--- src/rtl/servo_motion_sequencer.sv ---
// Slew-limited four-joint servo sequencer: buffers one target command and walks
// one joint at a time toward its target, one degree per STEP_TICKS cycles.
module servo_motion_sequencer #(
  parameter int STEP_TICKS   = 50000,
  parameter int SETTLE_TICKS = 500000,
  parameter int HOME_ANGLE   = 90,
  parameter int MAX_ANGLE    = 180
) (
  input  logic       clk,
  input  logic       rst,
  input  logic       cmd_valid,
  output logic       cmd_ready,
  input  logic [1:0] cmd_joint,
  input  logic [7:0] cmd_angle,
  output logic [7:0] angle1,
  output logic [7:0] angle2,
  output logic [7:0] angle3,
  output logic [7:0] angle4,
  output logic       busy,
  output logic [1:0] active_joint,
  output logic       move_done
);

  typedef enum logic [1:0] {IDLE, SELECT, MOVE, SETTLE} state_t;

  localparam logic [7:0]  HOME        = 8'(HOME_ANGLE);
  localparam logic [7:0]  MAX         = 8'(MAX_ANGLE);
  localparam logic [31:0] STEP_LAST   = 32'(STEP_TICKS - 1);
  localparam logic [31:0] SETTLE_LAST = 32'(SETTLE_TICKS - 1);

  state_t      state;
  logic [7:0]  cur [4];
  logic [7:0]  tgt [4];
  logic        buf_valid;
  logic [1:0]  buf_joint;
  logic [7:0]  buf_angle;
  logic [1:0]  act;
  logic [1:0]  last;
  logic [31:0] tick;
  logic        done_q;

  logic        accept;
  logic        drain;
  logic        any_pending;
  logic [3:0]  pend_eff;
  logic [7:0]  tgt_eff;
  logic [1:0]  scan_idx;
  logic [1:0]  pick;
  logic        pick_ok;
  logic [7:0]  step_val;

  // Handshake: a command transfers on any cycle where cmd_valid and cmd_ready are
  // both high; cmd_ready is the registered "buffer empty" flag, never a function of cmd_valid.
  assign accept = cmd_valid && !buf_valid;
  // The active joint's target is frozen while it moves or settles.
  assign drain  = buf_valid && (state == IDLE || state == SELECT || buf_joint != act);

  always_comb begin
    any_pending = 1'b0;
    pend_eff    = 4'b0;
    tgt_eff     = 8'd0;
    for (int j = 0; j < 4; j++) begin
      tgt_eff     = (drain && buf_joint == 2'(j)) ? buf_angle : tgt[j];
      pend_eff[j] = (cur[j] != tgt_eff);
      any_pending = any_pending | (cur[j] != tgt[j]);
    end
  end

  // SELECT arbitrates on targets including one draining this cycle, so a command
  // that lands alongside the pick still gets its round-robin turn.
  always_comb begin
    pick     = last + 2'd1;
    pick_ok  = 1'b0;
    scan_idx = 2'd0;
    for (int k = 1; k <= 4; k++) begin
      scan_idx = last + 2'(k);
      if (!pick_ok && pend_eff[scan_idx]) begin
        pick    = scan_idx;
        pick_ok = 1'b1;
      end
    end
  end

  assign step_val = (cur[act] < tgt[act]) ? cur[act] + 8'd1 : cur[act] - 8'd1;

  always_ff @(posedge clk or posedge rst) begin
    if (rst) begin
      for (int j = 0; j < 4; j++) begin
        cur[j] <= HOME;
        tgt[j] <= HOME;
      end
      state     <= IDLE;
      buf_valid <= 1'b0;
      buf_joint <= 2'd0;
      buf_angle <= 8'd0;
      act       <= 2'd0;
      last      <= 2'd3;
      tick      <= 32'd0;
      done_q    <= 1'b0;
    end else begin
      done_q <= 1'b0;
      if (accept) begin
        buf_valid <= 1'b1;
        buf_joint <= cmd_joint;
        buf_angle <= (cmd_angle > MAX) ? MAX : cmd_angle;
      end else if (drain) begin
        tgt[buf_joint] <= buf_angle;
        buf_valid      <= 1'b0;
      end

      case (state)
        IDLE: begin
          if (any_pending) state <= SELECT;
        end
        SELECT: begin
          tick <= 32'd0;
          if (pick_ok) begin
            act   <= pick;
            state <= MOVE;
          end else begin
            state <= IDLE;
          end
        end
        MOVE: begin
          if (tick == STEP_LAST) begin
            tick     <= 32'd0;
            cur[act] <= step_val;
            if (step_val == tgt[act]) state <= SETTLE;
          end else begin
            tick <= tick + 32'd1;
          end
        end
        SETTLE: begin
          if (tick == SETTLE_LAST) begin
            tick   <= 32'd0;
            done_q <= 1'b1;
            last   <= act;
            state  <= IDLE;
          end else begin
            tick <= tick + 32'd1;
          end
        end
        default: state <= IDLE;
      endcase
    end
  end

  assign cmd_ready    = !buf_valid;
  assign angle1       = cur[0];
  assign angle2       = cur[1];
  assign angle3       = cur[2];
  assign angle4       = cur[3];
  assign busy         = (state != IDLE);
  assign active_joint = act;
  assign move_done    = done_q;

endmodule
--- config.mk ---
export PLATFORM = sky130hd
export DESIGN_NAME = servo_motion_sequencer
export DESIGN_NICKNAME = d
export VERILOG_FILES = /design/src/rtl/servo_motion_sequencer.sv
export SDC_FILE = /design/constraint.sdc
export NUM_CORES = 1
export LEC_CHECK = 0
export CAP_MARGIN = 5
export CORE_MARGIN = 2
export CORE_UTILIZATION = 26
export DETAILED_ROUTE_END_ITERATION = 10
export GPL_TIMING_DRIVEN = 0
export PLACE_DENSITY_LB_ADDON = 0.3
export SLEW_MARGIN = 20
export SYNTH_ARGS = -nofsm -noshare
export SYNTH_HDL_FRONTEND = slang
export SYNTH_SLANG_ARGS = --single-unit
--- constraint.sdc ---
create_clock -name clk -period 12.81 [get_ports clk]
set_input_delay 3.843 -clock clk [delete_from_list [all_inputs] [get_ports clk]]
set_output_delay 3.843 -clock clk [all_outputs]
set_load 0.01 [all_outputs]
Word level (Yosys, flattened, before mapping)
Index checks and enable logic that the tools add are counted.

cells by class
  magnitude comparators = 10
  add/subtract/negate cells = 6
  eq/ne operators = 22
  shift-type cells = 0
  divide/modulo/power cells = 0
  reductions and logical operators = 27
  multiplexer cells = 46
  bitwise gates (word level) = 6
  $mul = 0

operators by type and width
  operator               count
  $mux 8                 12
  $pmux 32 s3            1
  $bwmux 32              2
  $mux 32                2
  $ne 8x8->1             8
  $add 32x1->32 const B  1
  $bmux 8 s2             2
  $demux 8 s2            2
  $eq 32x16->1 const B   1
  $eq 32x19->1 const B   1
  $mux 2                 8
  $lt 2x3->1 const B     4
  $mux 1                 12
  $logic_and 1x1->1      11
  $add 8x1->8 const B    1
  $bmux 1 s2             4
  $eq 2x2->1 const B     4
  $eq 8x8->1             1
  $gt 8x8->1 const B     1
  $lt 8x8->1             1
  $ne 2x2->1 const B     4
  $pmux 2 s4             1
  $reduce_and 2->1       4
  $sub 8x1->8 const B    1
  15 further kinds       28

word-level totals
  bits in latches = 0
  word-level logic and storage cells = 133
  bits in registers = 114
  memories kept = 0
  RAM bits = 0
  bits in read-only memories = 0

Longest topological paths before layout
  depth after elaboration = 21
  mapped depth = 19
  gate-level depth less buffers = 17

Worst setup path before layout
Ideal clock, no wire load.

  path kind = register to register
  from = register act[0] (netlist: active_joint[0])
  to = register state[0]
  path buffers = 3
  data required time = 12.700 ns
  arrival = 4.842 ns
  setup time = 0.110 ns
  cell stages (with the launch flop) = 20
  setup slack = 7.858 ns
  cell sequence = dfrtp_1 -> buf_4 -> buf_1 -> clkbuf_1 -> mux4_2 -> ha_1 -> nor2b_1 -> o211ai_1 -> nand3_1 -> a31oi_1 -> inv_1 -> ha_1 -> nor2b_1 -> o21ai_0 -> nand2b_1 -> a21o_1 -> a21oi_1 -> xor2_1 -> xnor2_1 -> o41ai_1

on the way
  longest elaborated chain between the ends = 9

RTL lines
  element                                        RTL line  source
  start, declared                                37        logic [1:0] act;
  start signal, assigned                         118       act <= pick;
  $not 2->3 (implied by the code) *              84, 128
  $bmux 8 s2, on equally long branches           84, 128
  $mux 8, on equally long branches (2 in a row)  84, 128
  $sub 8x1->8, or another cell as far along      84        assign step_val = (cur[act] < tgt[act]) ? cur[act] + 8'd1 : cur[act] - 8'd1;
  $mux 8                                         84
  $eq 8x8->1 *                                   128       if (step_val == tgt[act]) state <= SETTLE;
  $ne 2x2->1 (no line) *                         -
  $reduce_and 4->1 (no line) *                   -
  end signal, assigned                           92        state <= IDLE;
  end signal, assigned                           128
  end signal, assigned                           138       state <= IDLE;
  end, declared                                  31        state_t state;

Mark *: on every way between the ends. The rest lies on a longest branch, timed or not. The select of a mux whose other input is x is not followed.
A chain may end at the register's enable or synchronous reset.

Worst setup path after layout
Same ends and word-level chain as after synthesis.

==> summary.md <==
| Metric | Value |
|---|---|
| Pre-Repair DR Iteration Count | `5` |
| Clock Latency Late Sink | `0.43 ns` |
| Post-synthesis register bit count | `114` |
| Starting Density | `0.2654` |
| Sequential power share | `0.364` |
| Area grow syn2layout | `22.20%` |
| # IOs | `50` |
| Cell Area, Synth | `6915 sq um` |
| Post-Synthesis Cells | `717` |
| Max Cap Viol | `0` |
| Slew @ Worst Pin | `0.9092 ns` |
| Peak VDD IR | `98.12 uV` |
| Fin crit share | `0.4864` |
| Post-synth EDFFs | `0` |
| Final hold violations | `0` |
| Floorplan core area | `26,060 sq um` |
| Status | `complete, no violations` |
| Sequential element share of the synthesized area | `0.4187` |
| Die X | `167.1 microns` |
| Highest-count cells in the layout ignoring fill and taps | `o21ai_0 (103), nand2_1 (88), dfrtp_1 (80), clkdlybuf4s50_1 (49), xor2_1 (45)` |
| CP Launch Type | `flop` |
| Critical path arrival | `6.52 ns` |
| Post-synth ARST share | `1.000` |
| Post-CTS setup buffers | `0` |
| Leak | `3.441 nW` |
| Fmax | `0.1605 GHz` |
| Final Net Count | `816` |
| Post-synth cell types | `64` |
| First-pass GRT wire length | `34,320 microns` |
| CP required | `13.10 ns` |
| Total wire length | `22,110 microns` |
| Total design power | `1.513 mW` |
| Global Route Usage Sum | `0.1614` |
| Initial antenna violation count | `0` |
| Fill cells | `2,645` |
| Hold-fix buffers, CTS | `0` |
| # clock sinks | `114` |
| Die H | `167.1 microns` |
| Clk slew on worst S/H paths | `0.06 ns` |
| RD Place Congestion | `0.8988` |
| Detail Placement HPWL | `16,230 microns` |
| Rel. slew slack | `0.3939` |
| Post-layout min period | `6.231 ns` |
| Yosys Warn Count | `0` |
| CTS resizes | `0` |
| Count of final setup violators | `0` |
| Row count | `59` |
| Clock power frac | `0.320` |
| Crit Path Class | `reg -> reg` |
| Synth Flop Type | `dfrtp_1` |
| Die area | `27,920 sq um` |
| Hold WC Path Type | `reg -> reg` |
| RSZ-0062 raised after global routing | `no` |
| DR vias/cell | `5.101` |
| Vias | `5,784` |
| Gate power share | `0.316` |
| Power density cells | `179.0 nW/um^2` |
| Largest net degree at the start of global routing | `67` |
| Ant diodes | `0` |
| Sw Share | `0.3662` |
| TNS Setup | `0 ns` |
| GR Overflow Total | `0` |
| Layout cell share with drive strength beyond 1 | `0.1427` |
| IO buf count | `49` |
| CTS Buf Count | `17` |
| Worst setup EP type | `flop` |
| Number of remaining DRC errors | `0` |
| Internal Power | `958.8 uW` |
| Max FO, Critical Path | `10` |
| H-Tree Depth | `4` |
| Routed length per instance | `19.50 microns` |
| Commonest non-fill, non-tap cell in the layout | `o21ai_0` |
| Final ANT Viol Nets | `0` |
| Post-route clock skew | `0.01564 ns` |
| Final Max Tran Viols | `0` |
| First DRT Iteration DRCs | `440` |
| Vias in the first global route | `5,663` |
| Root Buffer | `clkbuf_16` |
| Post-Syn Area per Cell | `9.645 sq um` |
| Syn Nets | `747` |
| Clk buf depth | `2` |
| CTS tree | `yes` |
| Psw | `554.1 uW` |
[per-layer routing]
layer  vias up  part of all wire  GRT usage
li1       2715                 -          -
met1      2866              0.45     0.2223
met2       180              0.47     0.2542
met3        23             0.061    0.03636
met4         0             0.016    0.04648
met5         -                 0          0
[stage by stage]
stage / util / cell area [sq um] / cells / setup WS [ns] / hold WS (ns)
2_1_floorplan: - / 6915 / 717 / 6.008 / 0.4678
3_3_place_gp: 0.3003 / 7825 / 1101 / 3.990 / 0.4886
3_5_place_dp: 0.3015 / 7858 / 1102 / 6.617 / 0.5024
4_1_cts: 0.3243 / 8451 / 1134 / 6.549 / 0.5137
5_1_grt: 0.3243 / 8451 / 1134 / 6.110 / 0.5555
6_report: 0.3243 / 8451 / 1134 / 6.579 / 0.5087
[worst paths after layout]
| path | slack (ns) | cells past startpoint | startpoint | endpoint |
|---|---|---|---|---|
| worst max-delay path | 6.58 | 19 | active_joint[0] | state[0] |
| worst min-delay path | 0.51 | 2 | tick[1] | tick[1] |
| worst max register to register | 6.58 | 19 | active_joint[0] | state[0] |
| worst min register to register | 0.51 | 2 | tick[1] | tick[1] |
| max in group asynchronous | 8.21 | 3 | rst | tgt[28] |
| min in group asynchronous | 3.85 | 2 | rst | tick[26] |
[kinds of logic (layout without fill, tap and decap cells)]
family                     count (synthesis)  in the layout  share of synthesized area
muxes                                     41             41                    0.09245
buffers and inverters                     68            150                    0.03980
xor gates and xnor gates                  71             71                    0.08992
AOI/OAI and AO/OA                        173            173                     0.1529
adders and majority gates                 17             17                    0.03184
and+or+nand+nor                          233            233                     0.1744
DFF                                      114            114                     0.4187
[worst max-delay path, cell delays in order (launching register included)]
cell and delay [ns]:
dfrtp_1 0.40, buf_4 0.23, buf_1 0.55, clkbuf_1 0.75, mux4_2 0.65, ha_1 0.31
nor2b_1 0.13, o211ai_1 0.15, nand3_1 0.10, a31oi_1 0.37, inv_1 0.24, ha_1 0.35
nor2b_1 0.13, o21ai_0 0.15, nand2b_1 0.11, a21o_1 0.18, a21oi_1 0.16, xor2_1 0.56
xnor2_1 0.16, o41ai_1 0.40
[Yosys cell counts, types with 14 or more instances]
cell,n,area share
a21oi_1,14,0.010
mux2_2,18,0.029
inv_1,38,0.021
dfstp_2,34,0.13
o21ai_0,103,0.075
nand2_1,88,0.048
nor2_1,24,0.013
mux4_2,16,0.052
dfrtp_1,80,0.29
xor2_1,45,0.057
ha_1,16,0.029
nand3_1,23,0.017
xnor2_1,26,0.033
clkbuf_1,21,0.011
nand2b_1,15,0.014
[final cells by class]
class,count,area (sq um),share of cell area
Inverter,38,147.6,0.01747
Clock inverter,14,153.9,0.01821
Multi-Input combinational cell,535,3745,0.4431
Timing Repair Buffer,50,518.0,0.06130
Buffer,30,132.6,0.01569
Clock buffer,18,439.2,0.05197
Sequential cell,114,2895,0.3426
Tap cell,335,419.2,0.04960
[state kept, by name, summed over array words and instances (netlist names), named ones only]
| register | cells |
|---|---|
| tgt | 32 |
| tick | 32 |
| angle1 | 8 |
| angle2 | 8 |
| angle3 | 8 |
| angle4 | 8 |
| buf_angle | 8 |
| active_joint | 2 |
| buf_joint | 2 |
| last | 2 |
| buf_valid | 1 |
| move_done | 1 |
| state | 1 |
[power by group through the flow]
stage                     sequential (mW)  combinational (mW)  clock [mW]
after floorplan                     0.510               0.357           0
after detailed placement            0.553               0.473           0
final                               0.551               0.478       0.484
after global placement              0.553               0.467           0
after global routing                0.559               0.530       0.506
after CTS                           0.547               0.477       0.488
(Power assumes the default switching activity.)
==> RTL edit 1 (config.mk and constraints unchanged) <==
Make the reset (`rst`) synchronous in one clocked block.
--- a/src/rtl/servo_motion_sequencer.sv
+++ b/src/rtl/servo_motion_sequencer.sv
@@ -83,7 +83,7 @@
 
   assign step_val = (cur[act] < tgt[act]) ? cur[act] + 8'd1 : cur[act] - 8'd1;
 
-  always_ff @(posedge clk or posedge rst) begin
+  always_ff @(posedge clk) begin
     if (rst) begin
       for (int j = 0; j < 4; j++) begin
         cur[j] <= HOME;
Formal check against the unedited RTL: differs if rst is asserted again (counterexample within 4 cycles, from zero or initial values and one cycle with rst high); with rst held inactive, the same outputs for 10 cycles.
==> RTL edit 1 against the original RTL <==
- clock power is essentially flat
- design area shrank 0.87%
- non-clock buffer count grew 2
- total power grew 4.1%
- cell count shrank 0.26%
- die area shrank 0.60%
- clock skew shrank 6.5 ps
- routed wire length shrank 3.4%
- area after synthesis shrank 0.62%
- sequential power shrank 20%
- setup slack lost 190 ps
- sequential cell count grew 2
- maximum frequency shrank 3.0%
- critical path type is now in2reg
- critical endpoint is now cur[1][2]
==> RTL edit 1: results <==
yosys:
  ys_warn_count: 0
  yosys-top-cells-area: "edfxtp_1, dfxtp_1, xor2_1"
  synth-edff-count: 64
  async_flop_share: 0
  synth_commonest_cells: "nand2_1, nor2_1, edfxtp_1"
  yosysSeqAreaShare: 0.431
  ys_types: 73
  syn-num-nets: 745
  synthCells: 715
timing:
  fin_skew_ps: 9.10
  slew_headroom: 0.154
power_and_ir_drop:
  pwr-share-seq: 0.280
  p_leak_nw: 2.96
  p_seq_uw: 442
  internal-power_uw: 984
  vdd_drop_max_v: 0.0000980
global_route:
  grt_pass1_wl_mm: 33.6
  grt_pass1_vias: 5598
  grt_max_degree: 17
  grt.total_usage: 0.158
critical_path:
  arrival_ps: 6490
  cp-startpoint: "rst"
  r2r-end: "state[0]"
  critical_path.endpoint: "cur[1][2]"
  reg2reg_slack_ps: 7080
  crit_type: "in2reg"
placed_design:
  post_dp_cell_area_um2: 7780
  preCtsSetupSlack_ps: 5990
  gp_congestion: 0.890
  dp_hpwl_mm: 16.1
layout:
  drive_gt1_frac: 0.0779
  fillCellCount: 2712
  reg_top3: "cur: 32 flops, tgt: 32 flops, tick: 32 flops"
  ff_latch_area_um2: 2960
  final_nets: 813
detailed_routing:
  wl_per_cell_um: 18.9
  drt_iter0_drc: 472
  wl_mm: 21.4
  vias: 5715
clock_network:
  h-tree-depth: 4
outcome:
  status: "completed"
RTL edit 1: worst max-delay path, stage by stage:
cell and delay [ps]:
clkdlybuf4s50_1 410, clkbuf_1 390, nor3_1 860, nand3b_1 470, nand2_1 500
RTL edit 1: worst min-delay path by stage:
stage / startpoint / to / slack (ps) / cells after the start
global placement: tick[1] / tick[1] / 490 / 2
global route: tick[31] / tick[31] / 530 / 1
detailed placement: tick[31] / tick[31] / 490 / 1
floorplan: tick[31] / tick[31] / 450 / 1
finish: tick[31] / tick[31] / 500 / 1
CTS: tick[31] / tick[31] / 500 / 1
RTL edit 1: layout make-up:
cell class	instances	area share
Sequential cell	116	0.354
Clock inverter	11	0.0160
Buffer	33	0.0163
Inverter	33	0.0148
Clock buffer	21	0.0550
Multi-Input combinational cell	533	0.436
Tap cell	335	0.0500
Timing Repair Buffer	49	0.0586
RTL edit 1: logic make-up (layout without fill, tap and decap cells):
| group | Yosys count | after routing | share of synthesized area |
|---|---|---|---|
| and+or+nand+nor | 297 | 297 | 0.219 |
| AOI/OAI and AO/OA | 121 | 121 | 0.117 |
| DFF | 116 | 116 | 0.431 |
| xor gates and xnor gates | 74 | 74 | 0.0976 |
| buffers and inverters | 66 | 147 | 0.0379 |
| muxes | 24 | 24 | 0.0652 |
| adders and majority gates | 17 | 17 | 0.0320 |
RTL edit 1: per-layer routing:
layer | up-vias | track usage | share of wire
li1 | 2738 | - | -
met2 | 166 | 0.260 | 0.48
met1 | 2787 | 0.212 | 0.46
met5 | - | 0 | 0
met4 | 0 | 0.0454 | 0.016
met3 | 24 | 0.0304 | 0.050
==> RTL edit 2 (config.mk and constraints unchanged) <==
Without the edit above. Change the parameter `MAX_ANGLE` from 180 to 128.
--- a/src/rtl/servo_motion_sequencer.sv
+++ b/src/rtl/servo_motion_sequencer.sv
@@ -4,7 +4,7 @@
   parameter int STEP_TICKS   = 50000,
   parameter int SETTLE_TICKS = 500000,
   parameter int HOME_ANGLE   = 90,
-  parameter int MAX_ANGLE    = 180
+  parameter int MAX_ANGLE    = 128
 ) (
   input  logic       clk,
   input  logic       rst,
Formal check against the unedited RTL: no difference found for any inputs over 10 cycles, from zero or initial values and one cycle with rst high; that may be too few to reach the edited logic, so the function may still have changed.
==> RTL edit 2 against the original RTL <==
- total power up 16%
- area after synthesis up 1.6%
- critical path depth down 1
- non-clock buffer count down 2
- routed wire length up 1.8%
- setup slack better by 380 ps
- global-route usage up 0.23 points
- first-iteration DRC count up 18%
- critical endpoint unchanged
- design area up 1.3%
- sequential cell count unchanged
- die area up 1.6%
- sequential share of layout area down 0.45 points
- highest routed layer unchanged
- worst hold slack worse by 14 ps
==> RTL edit 2: results <==
outcome:
  status: "completed"
hold_path:
  hold_class: "reg2reg"
  min_path_cells: 1
  hold_path_end: "tick[29]"
  holdCritStartpoint: "tick[29]"
detailed_routing:
  m1WireLength_mm: 10.6
  vias: 5909
  wl_met3_mm: 1.51
  wl_mm: 22.5
  drt_iter0_drc: 521
  wl_met2_mm: 9.98
power_and_ir_drop:
  p_leak_nw: 3.49
  power_density_nw_per_um2: 206
  p_comb_uw: 720
  p_sw_uw: 709
global_route:
  grt_pass1_wl_mm: 35.1
  grt_max_degree: 76
  grt_pass1_vias: 5772
yosys:
  synth_commonest_cells: "o21ai_0, dfrtp_1, nand2_1"
  synth.avg_cell_area_um2: 9.73
  yosysSeqAreaShare: 0.412
  ys_types: 66
  syn-num-nets: 752
  synth-edff-count: 0
critical_path:
  crit_path_max_incr_delay_ps: 720
  reg2reg_slack_ps: 6960
  rr_startpoint: "active_joint[0]"
  ff2ff_path_depth: 18
layout:
  stdcell_count: 1145
  final_nets: 821
placed_design:
  dp_hpwl_mm: 16.3
  post_dp_cell_area_um2: 7980
  gp_congestion: 0.893
timing:
  hold-worst-slack_ps: 495
  fin_skew_ps: 16.0
  setup_violations: 0
clock_network:
  cts_buffers: 17
RTL edit 2: changes by cell type after synthesis, moves of 6 or more:
cell,delta
and4_1,-6
mux2_2,+12
nand2_1,-16
nand4_1,+7
nor2b_1,-6
o21ai_0,-17
o21ai_1,+9
o22ai_1,+7
xor2_1,-11
RTL edit 2: final cells by class:
| class | count | area, um2 |
|---|---|---|
| Clock buffer | 21 | 450 |
| Tap cell | 341 | 427 |
| Clock inverter | 11 | 136 |
| Timing Repair Buffer | 50 | 518 |
| Buffer | 28 | 123 |
| Inverter | 46 | 178 |
| Sequential cell | 114 | 2900 |
| Multi-Input combinational cell | 534 | 3840 |
| Fill cell | 2772 | 18200 |
RTL edit 2: logic make-up (layout without fill, tap and decap cells):
| group | count (synthesis) | in the layout | synth area share |
|---|---|---|---|
| compound gates | 171 | 171 | 0.147 |
| xor+xnor | 66 | 66 | 0.0842 |
| fa+ha+maj | 17 | 17 | 0.0313 |
| buf+inv | 74 | 156 | 0.0420 |
| flops | 114 | 114 | 0.412 |
| mux | 51 | 51 | 0.108 |
| simple gates | 229 | 229 | 0.176 |
RTL edit 2: how the worst max path moves through the flow:
stage          slack (ps)  cells past startpoint                    endpoint            start
2_1_floorplan        6010                      1  asynchronous set/reset pin              rst
3_5_place_dp         7010                     18                    state[0]  active_joint[0]
5_1_grt              6330                     19                    state[0]  active_joint[0]
3_3_place_gp         3960                      2                   angle4[0]              rst
6_report             6960                     18                    state[0]  active_joint[0]
4_1_cts              6940                     18                    state[0]  active_joint[0]
RTL edit 2: layer usage:
metal / GRT usage / vias to the layer above
li1: - / 2741
met4: 0.0543 / 0
met2: 0.252 / 208
met3: 0.0310 / 29
met5: 0 / -
met1: 0.231 / 2931
